**src/rtl/regbank_dump_if.sv**
```systemverilog
// regbank_dump_if: handshake/bus bundle between the dump sequencer and its environment
interface regbank_dump_if #(
  parameter int DATA_WIDTH    = 32,
  parameter int REG_ADDR_BITS = 5,
  parameter int ADDR_BITS     = 32
);
  logic                     dump_req;
  logic                     pipe_idle;
  logic [ADDR_BITS-1:0]     pc_in;
  logic [DATA_WIDTH-1:0]    rb_data_in;
  logic                     tx_ready;
  logic                     stall_out;
  logic [REG_ADDR_BITS-1:0] rb_addr_out;
  logic [7:0]               tx_data_out;
  logic                     tx_valid;
  logic                     busy;
  logic                     done;
  modport master (
    input  dump_req, pipe_idle, pc_in, rb_data_in, tx_ready,
    output stall_out, rb_addr_out, tx_data_out, tx_valid, busy, done
  );
  modport slave (
    output dump_req, pipe_idle, pc_in, rb_data_in, tx_ready,
    input  stall_out, rb_addr_out, tx_data_out, tx_valid, busy, done
  );
endinterface

```
**src/rtl/regbank_dump_ctrl.sv**
```systemverilog
// regbank_dump_ctrl: stalls the pipeline and streams the register bank MSB-first as bytes; REGDUMP_PC_EN prepends the PC
module regbank_dump_ctrl #(
  parameter int DATA_WIDTH    = 32,
  parameter int REG_ADDR_BITS = 5,
  parameter int NUM_REGS      = 32,
  parameter int ADDR_BITS     = 32
) (
  input logic clk,
  input logic rst,
  regbank_dump_if.master bus
);
  localparam int SW = DATA_WIDTH > ADDR_BITS ? DATA_WIDTH : ADDR_BITS;
  localparam int CW = $clog2(SW / 8) + 1;
  localparam logic [REG_ADDR_BITS-1:0] LAST = REG_ADDR_BITS'(NUM_REGS - 1);
  typedef enum logic [2:0] {IDLE, DRAIN, PC, LOAD, SEND, DONE} state_t;
  state_t state, state_n;
  logic stall, stall_n, busy, busy_n, done, done_n, tx_valid, tx_valid_n, pc_ph, pc_ph_n;
  logic [REG_ADDR_BITS-1:0] addr, addr_n;
  logic [7:0] tx_data, tx_data_n;
  logic [SW-1:0] sh, sh_n;
  logic [CW-1:0] cnt, cnt_n;
  logic xfer;
  assign xfer = tx_valid & bus.tx_ready;
  assign bus.stall_out   = stall;
  assign bus.busy        = busy;
  assign bus.done        = done;
  assign bus.tx_valid    = tx_valid;
  assign bus.tx_data_out = tx_data;
  assign bus.rb_addr_out = addr;
`ifndef REGDUMP_PC_EN
  logic unused_pc;
  assign unused_pc = ^bus.pc_in;
`endif
  // Sequencer state and all registered outputs
  always_ff @(posedge clk or posedge rst) begin
    if (rst) begin
      state    <= IDLE;
      stall    <= 1'b0;
      busy     <= 1'b0;
      done     <= 1'b0;
      tx_valid <= 1'b0;
      tx_data  <= '0;
      addr     <= '0;
      sh       <= '0;
      cnt      <= '0;
      pc_ph    <= 1'b0;
    end else begin
      state    <= state_n;
      stall    <= stall_n;
      busy     <= busy_n;
      done     <= done_n;
      tx_valid <= tx_valid_n;
      tx_data  <= tx_data_n;
      addr     <= addr_n;
      sh       <= sh_n;
      cnt      <= cnt_n;
      pc_ph    <= pc_ph_n;
    end
  end
  // Next-state and next-output logic; the top of sh always holds the byte being presented
  always_comb begin
    state_n    = state;
    stall_n    = stall;
    busy_n     = busy;
    done_n     = 1'b0;
    tx_valid_n = tx_valid;
    tx_data_n  = tx_data;
    addr_n     = addr;
    sh_n       = sh;
    cnt_n      = cnt;
    pc_ph_n    = pc_ph;
    case (state)
      IDLE: if (bus.dump_req) begin
        state_n = DRAIN;
        stall_n = 1'b1;
        busy_n  = 1'b1;
      end
      DRAIN: if (bus.pipe_idle) begin
        addr_n = '0;
`ifdef REGDUMP_PC_EN
        state_n = PC;
`else
        state_n = LOAD;
`endif
      end
`ifdef REGDUMP_PC_EN
      PC: begin
        sh_n       = SW'(bus.pc_in) << (SW - ADDR_BITS);
        tx_data_n  = bus.pc_in[ADDR_BITS-1 -: 8];
        cnt_n      = CW'(ADDR_BITS / 8 - 1);
        tx_valid_n = 1'b1;
        pc_ph_n    = 1'b1;
        state_n    = SEND;
      end
`endif
      LOAD: begin
        sh_n       = SW'(bus.rb_data_in) << (SW - DATA_WIDTH);
        tx_data_n  = bus.rb_data_in[DATA_WIDTH-1 -: 8];
        cnt_n      = CW'(DATA_WIDTH / 8 - 1);
        tx_valid_n = 1'b1;
        state_n    = SEND;
      end
      SEND: if (xfer) begin
        if (cnt != '0) begin
          sh_n      = sh << 8;
          tx_data_n = sh[SW-9 -: 8];
          cnt_n     = cnt - 1'b1;
        end else begin
          tx_valid_n = 1'b0;
          if (pc_ph) begin
            pc_ph_n = 1'b0;
            state_n = LOAD;
          end else if (addr == LAST) begin
            state_n = DONE;
            done_n  = 1'b1;
            stall_n = 1'b0;
            busy_n  = 1'b0;
            addr_n  = '0;
          end else begin
            addr_n  = addr + 1'b1;
            state_n = LOAD;
          end
        end
      end
      DONE: state_n = IDLE;
      default: state_n = IDLE;
    endcase
  end
endmodule
```
**src/flat_wrapper.sv**
```systemverilog
// flat-port wrapper written by rule: the top's interface ports become plain ports
module regbank_dump_ctrl_flat 
#(
  parameter int DATA_WIDTH    = 32,
  parameter int REG_ADDR_BITS = 5,
  parameter int NUM_REGS      = 32,
  parameter int ADDR_BITS     = 32
)
  (clk, rst, bus_dump_req, bus_pipe_idle, bus_pc_in, bus_rb_data_in, bus_tx_ready, bus_stall_out, bus_rb_addr_out, bus_tx_data_out, bus_tx_valid, bus_busy, bus_done);
  regbank_dump_if #(.DATA_WIDTH(DATA_WIDTH), .REG_ADDR_BITS(REG_ADDR_BITS), .ADDR_BITS(ADDR_BITS)) bus_i ();
  input logic clk;
  input logic rst;
  input wire logic [$bits(bus_i.dump_req)-1:0] bus_dump_req;
  input wire logic [$bits(bus_i.pipe_idle)-1:0] bus_pipe_idle;
  input wire logic [$bits(bus_i.pc_in)-1:0] bus_pc_in;
  input wire logic [$bits(bus_i.rb_data_in)-1:0] bus_rb_data_in;
  input wire logic [$bits(bus_i.tx_ready)-1:0] bus_tx_ready;
  output wire logic [$bits(bus_i.stall_out)-1:0] bus_stall_out;
  output wire logic [$bits(bus_i.rb_addr_out)-1:0] bus_rb_addr_out;
  output wire logic [$bits(bus_i.tx_data_out)-1:0] bus_tx_data_out;
  output wire logic [$bits(bus_i.tx_valid)-1:0] bus_tx_valid;
  output wire logic [$bits(bus_i.busy)-1:0] bus_busy;
  output wire logic [$bits(bus_i.done)-1:0] bus_done;
  assign bus_i.dump_req = bus_dump_req;
  assign bus_i.pipe_idle = bus_pipe_idle;
  assign bus_i.pc_in = bus_pc_in;
  assign bus_i.rb_data_in = bus_rb_data_in;
  assign bus_i.tx_ready = bus_tx_ready;
  assign bus_stall_out = bus_i.stall_out;
  assign bus_rb_addr_out = bus_i.rb_addr_out;
  assign bus_tx_data_out = bus_i.tx_data_out;
  assign bus_tx_valid = bus_i.tx_valid;
  assign bus_busy = bus_i.busy;
  assign bus_done = bus_i.done;
  regbank_dump_ctrl #(.DATA_WIDTH(DATA_WIDTH), .REG_ADDR_BITS(REG_ADDR_BITS), .NUM_REGS(NUM_REGS), .ADDR_BITS(ADDR_BITS)) u_core (.clk(clk), .rst(rst), .bus(bus_i));
endmodule
```
**config.mk**
```make
export PLATFORM = sky130hd
export DESIGN_NAME = regbank_dump_ctrl_flat
export DESIGN_NICKNAME = d
export VERILOG_FILES = /design/src/rtl/regbank_dump_if.sv /design/src/rtl/regbank_dump_ctrl.sv /design/src/flat_wrapper.sv
export SDC_FILE = /design/constraint.sdc
export NUM_CORES = 1
export LEC_CHECK = 0
export ABC_AREA = 1
export CAP_MARGIN = 10
export CORE_ASPECT_RATIO = 1.1
export CORE_UTILIZATION = 45
export CTS_CLUSTER_SIZE = 14
export DETAILED_ROUTE_END_ITERATION = 6
export PLACE_DENSITY = 0.9
export SLEW_MARGIN = 5
export SYNTH_ARGS = -nofsm -noshare
export SYNTH_HDL_FRONTEND = slang
export SYNTH_SLANG_ARGS = --single-unit
export TNS_END_PERCENT = 5
```
**constraint.sdc**
```tcl
create_clock -name clk -period 1.85 [get_ports clk]
set_clock_uncertainty 0.05 [all_clocks]
set_input_delay 0.37 -clock clk [delete_from_list [all_inputs] [get_ports clk]]
set_output_delay 0.37 -clock clk [all_outputs]
set_load 0.005 [all_outputs]
```
Word level (Yosys, flattened, before mapping)
Cells that the tools add are included.
W data, S select, Z words.
{ "op_classes": {"addsub": 2, "n_eq_ne": 10, "n_mux": 32, "bitwise_logic": 1, "reduce_logical": 10} }
{ "op_table": {"columns": ["cell", "count"], "rows": [
  ["$mux W24", 2],
  ["$pmux W24 S2", 1],
  ["$mux W3", 7],
  ["$mux W5", 4],
  ["$mux W8", 2],
  ["$pmux W8 S2", 1],
  ["$pmux W3 S4", 1],
  ["$mux W1", 10],
  ["$pmux W5 S2", 1],
  ["$reduce_and A4 Y1", 2],
  ["$ne A2 B1 Y1 const B", 3],
  ["$ne A2 B2 Y1 const B", 3],
  ["$pmux W3 S2", 1],
  ["$reduce_and A3 Y1", 2],
  ["$reduce_bool A2 Y1", 3],
  ["$add A5 B1 Y5 const B", 1],
  ["$eq A5 B5 Y1 const B", 1],
  ["$reduce_and A5 Y1", 1],
  ["$pmux W1 S2", 2],
  ["$eq A3 B1 Y1 const B", 1],
  ["$eq A3 B2 Y1 const B", 1],
  ["$eq A3 B3 Y1 const B", 1],
  ["$logic_not A3 Y1", 1],
  ["$reduce_bool A3 Y1", 1],
  ["other kinds (2)", 2]
]} }
{ "word_totals": {"register_bits": 46, "input_bits": 69, "out_inout_bits": 17, "word_cells": 63} }

Depth between registers and ports, before layout
Gate-level depths: netlist of the first run.
{ "logic_depth": {"word_depth": 5, "mapped_depth": 11, "depth_no_buf": 11} }

Worst setup path before layout of the first run
Ideal clock, no wire load.
{ "synth_path": {"path_kind": "flip-flop to flip-flop", "from": "register u_core.cnt[0]", "to": "register u_core.tx_data[6] (netlist: u_core.bus.tx_data_out[6])", "setup_ns": 0.119, "arrival_ns": 1.411, "required_time_ns": 1.681, "setup_slack_ns": 0.270, "path_stages_with_launch": 11, "path_buffers": 1, "period_less_slack_ns": 1.580, "cell_sequence": "dfrtp_1 inv_1 ha_1 ha_1 inv_1 nand3_2 nand2_2 nand2_4 buf_4 nand2_1 nand2_1"} }
{ "synth_between": {"elab_chain_len": 3} }
{ "synth_rtl": {"columns": ["element", "line", "rtl"], "rows": [
  ["start, declared", "regbank_dump_ctrl.sv:21", "logic [CW-1:0] cnt, cnt_n;"],
  ["start signal, assigned", "regbank_dump_ctrl.sv:56", "cnt <= cnt_n;"],
  ["$reduce_bool A3 Y1", "regbank_dump_ctrl.sv:104", "if (cnt != '0) begin"],
  ["$ne A2 B1 Y1 (no source line)", null, null],
  ["$reduce_and A3 Y1 (no source line)", null, null],
  ["end signal, assigned", "regbank_dump_ctrl.sv:53", "tx_data <= tx_data_n;"],
  ["end, declared", "regbank_dump_ctrl.sv:19", "logic [7:0] tx_data, tx_data_n;"]
]} }
Every way passes these cells.
A chain may end at the register's enable or synchronous reset.

Worst setup path after layout of the first run
{ "layout_path": {"from": "register u_core.cnt[0]", "to": "register u_core.sh[10]"} }
{ "layout_between": {"elab_chain_len": 3} }
{ "layout_rtl": {"columns": ["element", "line", "rtl"], "rows": [
  ["$reduce_bool A3 Y1", "regbank_dump_ctrl.sv:104", null],
  ["$ne A2 B1 Y1 (no source line)", null, null],
  ["$reduce_and A3 Y1 (no source line)", null, null],
  ["end signal, assigned", "regbank_dump_ctrl.sv:55", "sh <= sh_n;"],
  ["end, declared", "regbank_dump_ctrl.sv:20", "logic [SW-1:0] sh, sh_n;"]
]} }
Every way passes these cells.

==> results of run 1 <==
[synthesized netlist by cell type]
library cell / number
a21oi_1: 1
buf_2: 5
buf_4: 6
clkbuf_1: 2
dfrtp_1: 46
ha_1: 5
inv_1: 15
inv_2: 1
inv_4: 1
nand2_1: 179
nand2_2: 2
nand2_4: 1
nand3_1: 37
nand3_2: 3
nand4_1: 3
nor2_1: 8
nor2_4: 1
nor3b_1: 1
o21ai_0: 1
o21ai_1: 2
o21ai_2: 1
o31ai_1: 1
[cell type report]
cell class / instances / area (µm²) / share of cell area
sequential: 46 / 1150 / 0.374
clock buffer: 7 / 86.3 / 0.0281
clock inverter: 1 / 5.00 / 0.00163
inverter: 17 / 66.3 / 0.0216
tap: 58 / 72.6 / 0.0236
multi-input combinational: 246 / 1090 / 0.353
timing repair buffer: 60 / 608 / 0.198
[per-stage QoR]
step           instances  setup WS (ns)  utilization  TNS (ns)  hold WS, ns
2_1_floorplan        322          0.270            -         0        0.392
3_3_place_gp         427         0.0841        0.591         0        0.405
3_5_place_dp         427         0.0433        0.591         0        0.410
4_1_cts              435         0.0541        0.609         0        0.369
5_1_grt              435       -0.00925        0.611   -0.0214        0.390
6_report             435          0.116        0.611         0        0.354
[kinds of logic after synthesis]
| family | count (synthesis) | synth area share |
|---|---|---|
| fa+ha+maj | 5 | 0.0264 |
| buf+inv | 30 | 0.0607 |
| flops | 46 | 0.485 |
| compound gates | 6 | 0.0153 |
| simple gates | 235 | 0.412 |
[per-layer routing]
layer,global-route usage,vias up
li1,-,1112
met1,0.241,1015
met2,0.352,66
met3,0.0488,13
met4,0.0900,0
met5,0,-
[worst max-delay path, cell delays in order (launching register included)]
cell and delay [ns]:
dfrtp_1 0.39, inv_1 0.05, ha_1 0.19, ha_1 0.19
inv_1 0.12, nand3_2 0.10, nand2_2 0.18, nand2_8 0.18
nand2_1 0.11, nand2_1 0.06
[flip-flops by register name, summed over array words and instances (netlist names)]
register	count
u_core.bus.tx_valid	1
u_core.cnt	3
u_core.bus.tx_data_out	8
u_core.bus.done	1
u_core.bus.stall_out	1
u_core.bus.rb_addr_out	5
u_core.state	3
u_core.sh	24
[how the worst max path moves through the flow]
stage,end,slack [ns],depth (start not counted)
floorplan,u_core.bus.tx_data_out[6],0.27,10
global placement,u_core.bus.rb_addr_out[3],0.08,6
detailed placement,u_core.bus.rb_addr_out[0],0.04,6
CTS,u_core.sh[23],0.05,9
global route,u_core.sh[7],-0.009,9
finish,u_core.sh[10],0.12,9
[cell usage in the layout, fill, tap and decap left out]
cell type / instances
clkbuf_8: 6
nand2_1: 179
o21ai_0: 1
o31ai_1: 1
nand2_8: 1
a21oi_1: 1
nand2_2: 2
dfrtp_1: 46
inv_2: 2
ha_1: 5
inv_1: 14
buf_12: 2
nor3b_1: 1
inv_4: 1
clkbuf_1: 1
clkinv_2: 1
o21ai_1: 2
buf_4: 5
nand3_1: 37
nand3_2: 3
nand4_1: 3
nor2_1: 8
clkdlybuf4s50_1: 53
nor2_4: 1
o21ai_2: 1
[timing repair]
action / in CTS / in global routing
hold endpoints to repair: 0 / 0
hold buffers: 0 / 0
gates resized for setup: 0 / 1
setup endpoints to repair: 0 / 35
[power breakdown]
group | switching [µW] | total [µW] | leakage, µW | internal, µW
clock network | 333 | 635 | 0.0000482 | 302
logic | 861 | 1560 | 0.00101 | 698
registers | 249 | 1660 | 0.000577 | 1410
==> impl_metrics.csv, run 1 <==
group,metric,value,unit
run_status,outcome,"finished, violations left",
run_status,violations,"DRC",
cts,clock_sinks,46,
cts,tritoncts,"built",
place,place_hpwl,3720,µm
routing,met1_length,2180,µm
routing,antenna_left,0,
cts,htree_levels,2,
critical_path,ff2ff_setup_slack,0.12,ns
die,start_util,0.471,
routing,drt_wl_total,5260,µm
critical_path,cp_max_fo,35,
sta,worst_slew_pin_slew,0.333,ns
layout,final_nets,450,
sta,max_clock_freq,0.577,GHz
place,port_buffers,53,
sta,max-slew-margin-rel,0.778,
synthesis,yosysTopAreaCell,"dfrtp_1",
critical_path,r2r_end,"u_core.sh[10]",
synthesis,netlist.area_leader.share,0.485,
layout,drive_gt1_frac,0.0663,
critical_path,reg2regPathDepth,9,
routing,firstDrtPassIters,6,
sta,min_period,1.73,ns
layout,diodes,0,
routing,drt_iter0_markers,144,
critical_path,rr_startpoint,"u_core.cnt[0]",
grt,grt_pass1_vias,2156,
routing,wl_met2,2670,µm
synthesis,postSynthAreaPerCell,7.37,µm²
power_and_ir_drop,powerDensity,1250,nW/µm²
die,fp.dieArea,5570,µm²
die,coreArea,5030,µm²
cts,cts_setup_buffers,0,
synthesis,synth_area_leaders,"dfrtp_1 (49%), nand2_1 (28%), nand3_1 (7.8%)",
die,io_pins,86,
sta,min_period_over_period,0.937,
grt,grt_pass1_wl,8960,µm
place,place.gp.congestion,0.884,
place,detailed_place.area,2980,µm²
critical_path,path_class,"reg2reg",
sta,slew_viol_final,0,
die,die_y,78.2,µm
layout,nFillCells,429,
cts,cts_root_buf,"clkbuf_8",
routing,route.detailed.drc,4,
synthesis,syn_area,2370,µm²
layout,fin_area,3080,µm²
critical_path,startpoint_type,"register",
routing,viasPerCell,5.07,
routing,met3_wirelength,280,µm
power_and_ir_drop,total_power,3850,µW
cts,worst_skew_pair.late_latency,0.30,ns
power_and_ir_drop,irDropWorstVdd,0.705,mV
critical_path,cp.arrival,1.88,ns
routing,wl_per_cell,12.1,µm
cts,path_clk_slew,0.09,ns
synthesis,ys_warn_count,0,
routing,num_vias,2206,
critical_path,crit_path_start,"u_core.cnt[0]",
cts,clockBufferDepth,2,
sta,setup_viol,0,
grt,grtUsageTotal,0.205,
hold_path,hp-class,"in2async",
grt,antenna_found_initial,0,
grt,grt_max_degree,47,
synthesis,synth-seq-area-share,0.485,
power_and_ir_drop,p_leak,0.00163,µW
run,drv_cap,0,
synthesis,synthCells,322,
synthesis,ys_types,22,
critical_path,cp_data_required_time,1.99,ns
synthesis,synth.ff_latch_count,46,
cts,cts_buffers,5,
synthesis,syn_nets,396,
critical_path,cp-end-kind,"register",
routing,top_layer_used,"met4",
die,row_count,27,
sta,hold_violations,0,
grt,overflow,0,
layout,syn_to_final_growth,29.6,%
die,die_x,71.2,µm
(Power assumes the default switching activity.)
==> run 2: changes to the inputs <==
- CAP_MARGIN: 10 -> 20
==> results of run 2 <==
The final DEF is identical to that of run 1; final timing and power are the same.
==> run 3: changes to the inputs <==
- ABC_AREA: 1 -> unset
- TNS_END_PERCENT: 5 -> unset
==> run 3 against run 2 <==
Net effect: the run ends with DRC, setup timing left; synthesized cell count shrank 47%; via count fell by 26%; synthesized area decreased by 0.69%; critical endpoint is now u_core.sh[21].
==> impl_metrics.csv, run 3 <==
group,metric,value,unit
run_status,outcome,"finished, violations left",
run_status,violations,"DRC, setup timing",
synthesis,yosysTopAreaCell,"dfrtp_1",
power_and_ir_drop,p_int,2940,µW
grt,grt_pass1_vias,1601,
layout,fin_area,3230,µm²
synthesis,ys_warn_count,0,
grt,grt_pass1_wl,7800,µm
routing,route.detailed.drc,4,
routing,drt_wl_total,4870,µm
critical_path,startpoint_type,"register",
layout,final_common_cell,"clkdlybuf4s50_1",
synthesis,synth.top_cells.by_count,"dfrtp_1 (46), mux2_2 (24), mux2_4 (24), a22o_1 (8), nand2_1 (7)",
cts,cts_buffers,5,
routing,drt_iter0_markers,71,
critical_path,crit_slowest_cell,"dfrtp_1",
synthesis,syn_nets,246,
critical_path,cp_max_fo,6,
critical_path,path_class,"reg2reg",
sta,max-slew-margin-rel,0.752,
sta,holdWs,0.360,ns
synthesis,syn_area,2360,µm²
die,start_util,0.468,
power_and_ir_drop,p_leak,0.00144,µW
power_and_ir_drop,sequentialPowerShare,0.403,
critical_path,worst_path_largest_cell_delay,0.41,ns
power_and_ir_drop,power.switching,1180,µW
die,row_count,27,
cts,path_clk_slew,0.09,ns
cts,cts_root_buf,"clkbuf_8",
synthesis,synth_area_leaders,"dfrtp_1 (49%), mux2_4 (15%), mux2_2 (11%)",
layout,stdcell_count,298,
die,io_pins,86,
sta,slew_viol_final,0,
synthesis,synth-edff-count,0,
synthesis,synthCells,172,
die,die_y,77.9,µm
grt,overflow,0,
sta,min_period_over_period,1.00,
place,place_hpwl,3360,µm
synthesis,ys_types,38,
layout,largest_reg_flops,24,
power_and_ir_drop,powerDensity,1270,nW/µm²
routing,antenna_left,0,
sta,rsz0062_at_grt,"yes",
critical_path,r2r_end,"u_core.sh[21]",
layout,top_register,"u_core.sh",
synthesis,synth.ff_latch_count,46,
sta,worst_slew_pin_slew,0.373,ns
routing,viasPerCell,5.44,
grt,antenna_found_initial,0,
power_and_ir_drop,p_sw_frac,0.286,
routing,num_vias,1622,
place,place.gp.congestion,0.820,
layout,final_util,0.643,
cts,clock_sinks,46,
critical_path,cp_common_cell,"ha_4",
cts,clockBufferDepth,2,
place,placed_cells,285,
run,drv_cap,0,
critical_path,cp.arrival,1.99,ns
routing,firstDrtPassIters,7,
cts,htree_levels,2,
power_and_ir_drop,irDropWorstVdd,0.570,mV
synthesis,synth-seq-area-share,0.489,
cts,tritoncts,"built",
synthesis,synth.most_common_cell,"dfrtp_1",
place,port_buffers,53,
sta,min_period,1.86,ns
critical_path,cp_data_required_time,1.99,ns
power_and_ir_drop,power.share.clock,0.182,
sta,setup_viol,1,
critical_path,rr_startpoint,"u_core.cnt[1]",
die,die_x,71.0,µm
die,coreArea,5030,µm²
critical_path,cp-end-kind,"register",
die,fp.dieArea,5530,µm²
layout,final_cell_mix,"clkdlybuf4s50_1 (53), dfrtp_1 (45), mux2_4 (26), mux2_2 (23), buf_4 (13)",
cts,hold_buffers,0,
cts,worst_skew_pair.late_latency,0.30,ns
layout,drive_gt1_frac,0.371,
critical_path,path_cells,"inv_2, ha_4, ha_4, and3b_2, a21o_4, clkbuf_16, mux2_4",
sta,hold_violations,0,
synthesis,postSynthAreaPerCell,13.7,µm²
place,detailed_place.area,3020,µm²
synthesis,synthFlopType,"dfrtp_1",
critical_path,reg2regPathDepth,7,
routing,wl_per_cell,16.3,µm
grt,grt_max_degree,47,
sta,max_clock_freq,0.539,GHz
sta,setup_slack,-0.00605,ns
grt,grtUsageTotal,0.184,
layout,final_nets,313,
synthesis,netlist.area_leader.share,0.489,
layout,syn_to_final_growth,37.3,%
power_and_ir_drop,comb_power_share,0.416,
synthesis,async_flop_share,1.00,
critical_path,ff2ff_setup_slack,-0.006,ns
layout,diodes,0,
hold_path,hp-class,"in2async",
power_and_ir_drop,total_power,4120,µW
==> run 3: changes by cell type after synthesis, sizes merged, moves of 2 or more <==
cell    previous run  this run
o21ai              4         6
a22o               0         8
and3b              0         2
inv               17         4
nand2            182         7
nor3               0         2
nand3             40         4
o211ai             0         2
mux2               0        49
nand4              3         1
nor4b              0         2
and3               0         3
nor2               9         4
mux2i              0         2
==> run 3: logic make-up after synthesis <==
kind of cell | share of synthesized area
compound gates | 0.0722
xor+xnor | 0.00372
fa+ha+maj | 0.0266
buf+inv | 0.0457
flops | 0.489
mux | 0.281
simple gates | 0.0823
==> run 3: power groups by stage <==
stage / sequential [µW] / combinational [µW] / clock (µW)
5_1_grt: 1710 / 1840 / 811
6_report: 1660 / 1710 / 749
4_1_cts: 1650 / 1660 / 768
3_3_place_gp: 1640 / 1500 / 0
3_5_place_dp: 1670 / 1560 / 0
2_1_floorplan: 1580 / 1150 / 0
==> run 3: how the worst max path moves through the flow <==
stage / from / slack, ns / to
detailed placement: bus_tx_ready / -0.12 / u_core.sh[12]
finish: u_core.cnt[1] / -0.006 / u_core.sh[21]
global route: u_core.cnt[0] / -0.03 / u_core.sh[22]
global placement: bus_tx_ready / -0.09 / u_core.sh[8]
floorplan: u_core.cnt[0] / 0.001 / u_core.sh[11]
CTS: u_core.cnt[1] / 0.003 / u_core.sh[11]
==> run 3: worst max-delay path: cells and delay by family, from the launching register on <==
family / cells / cell delay (ns)
flip-flops: 1 / 0.41
multiplexers: 1 / 0.30
adder cells (fa/ha/maj): 2 / 0.26
AO/OA/AOI/OAI: 1 / 0.26
buffers and inverters: 2 / 0.25
AND/OR/NAND/NOR: 1 / 0.21
==> run 3: through the flow <==
step	setup slack, ns	TNS, ns
floorplan	0.00105	0
CTS	0.00269	0
global placement	-0.0922	-1.74
finish	-0.00605	-0.00605
detailed placement	-0.119	-2.22
global route	-0.0316	-0.271
==> run 3: routing by layer <==
layer  share of wire  global-route usage
met1            0.44               0.242
met2            0.51               0.292
met3           0.030              0.0416
met4           0.023              0.0740
met5               0                   0
==> run 3: layout make-up <==
cell class / instances / area [µm²]
clock inverters: 3 / 43.8
repair buffers: 71 / 741
fillers: 374 / 1800
inverters: 4 / 15.0
multi-input cells: 111 / 1140
well taps: 58 / 72.6
flip-flops and latches: 46 / 1150
clock buffers: 5 / 68.8
==> run 3: timing repair <==
item	in CTS	in global routing
setup buffers	0	3
resized for setup	4	4
gates cloned	1	1
pin swaps	1	3
endpoints found under the setup margin	14	27
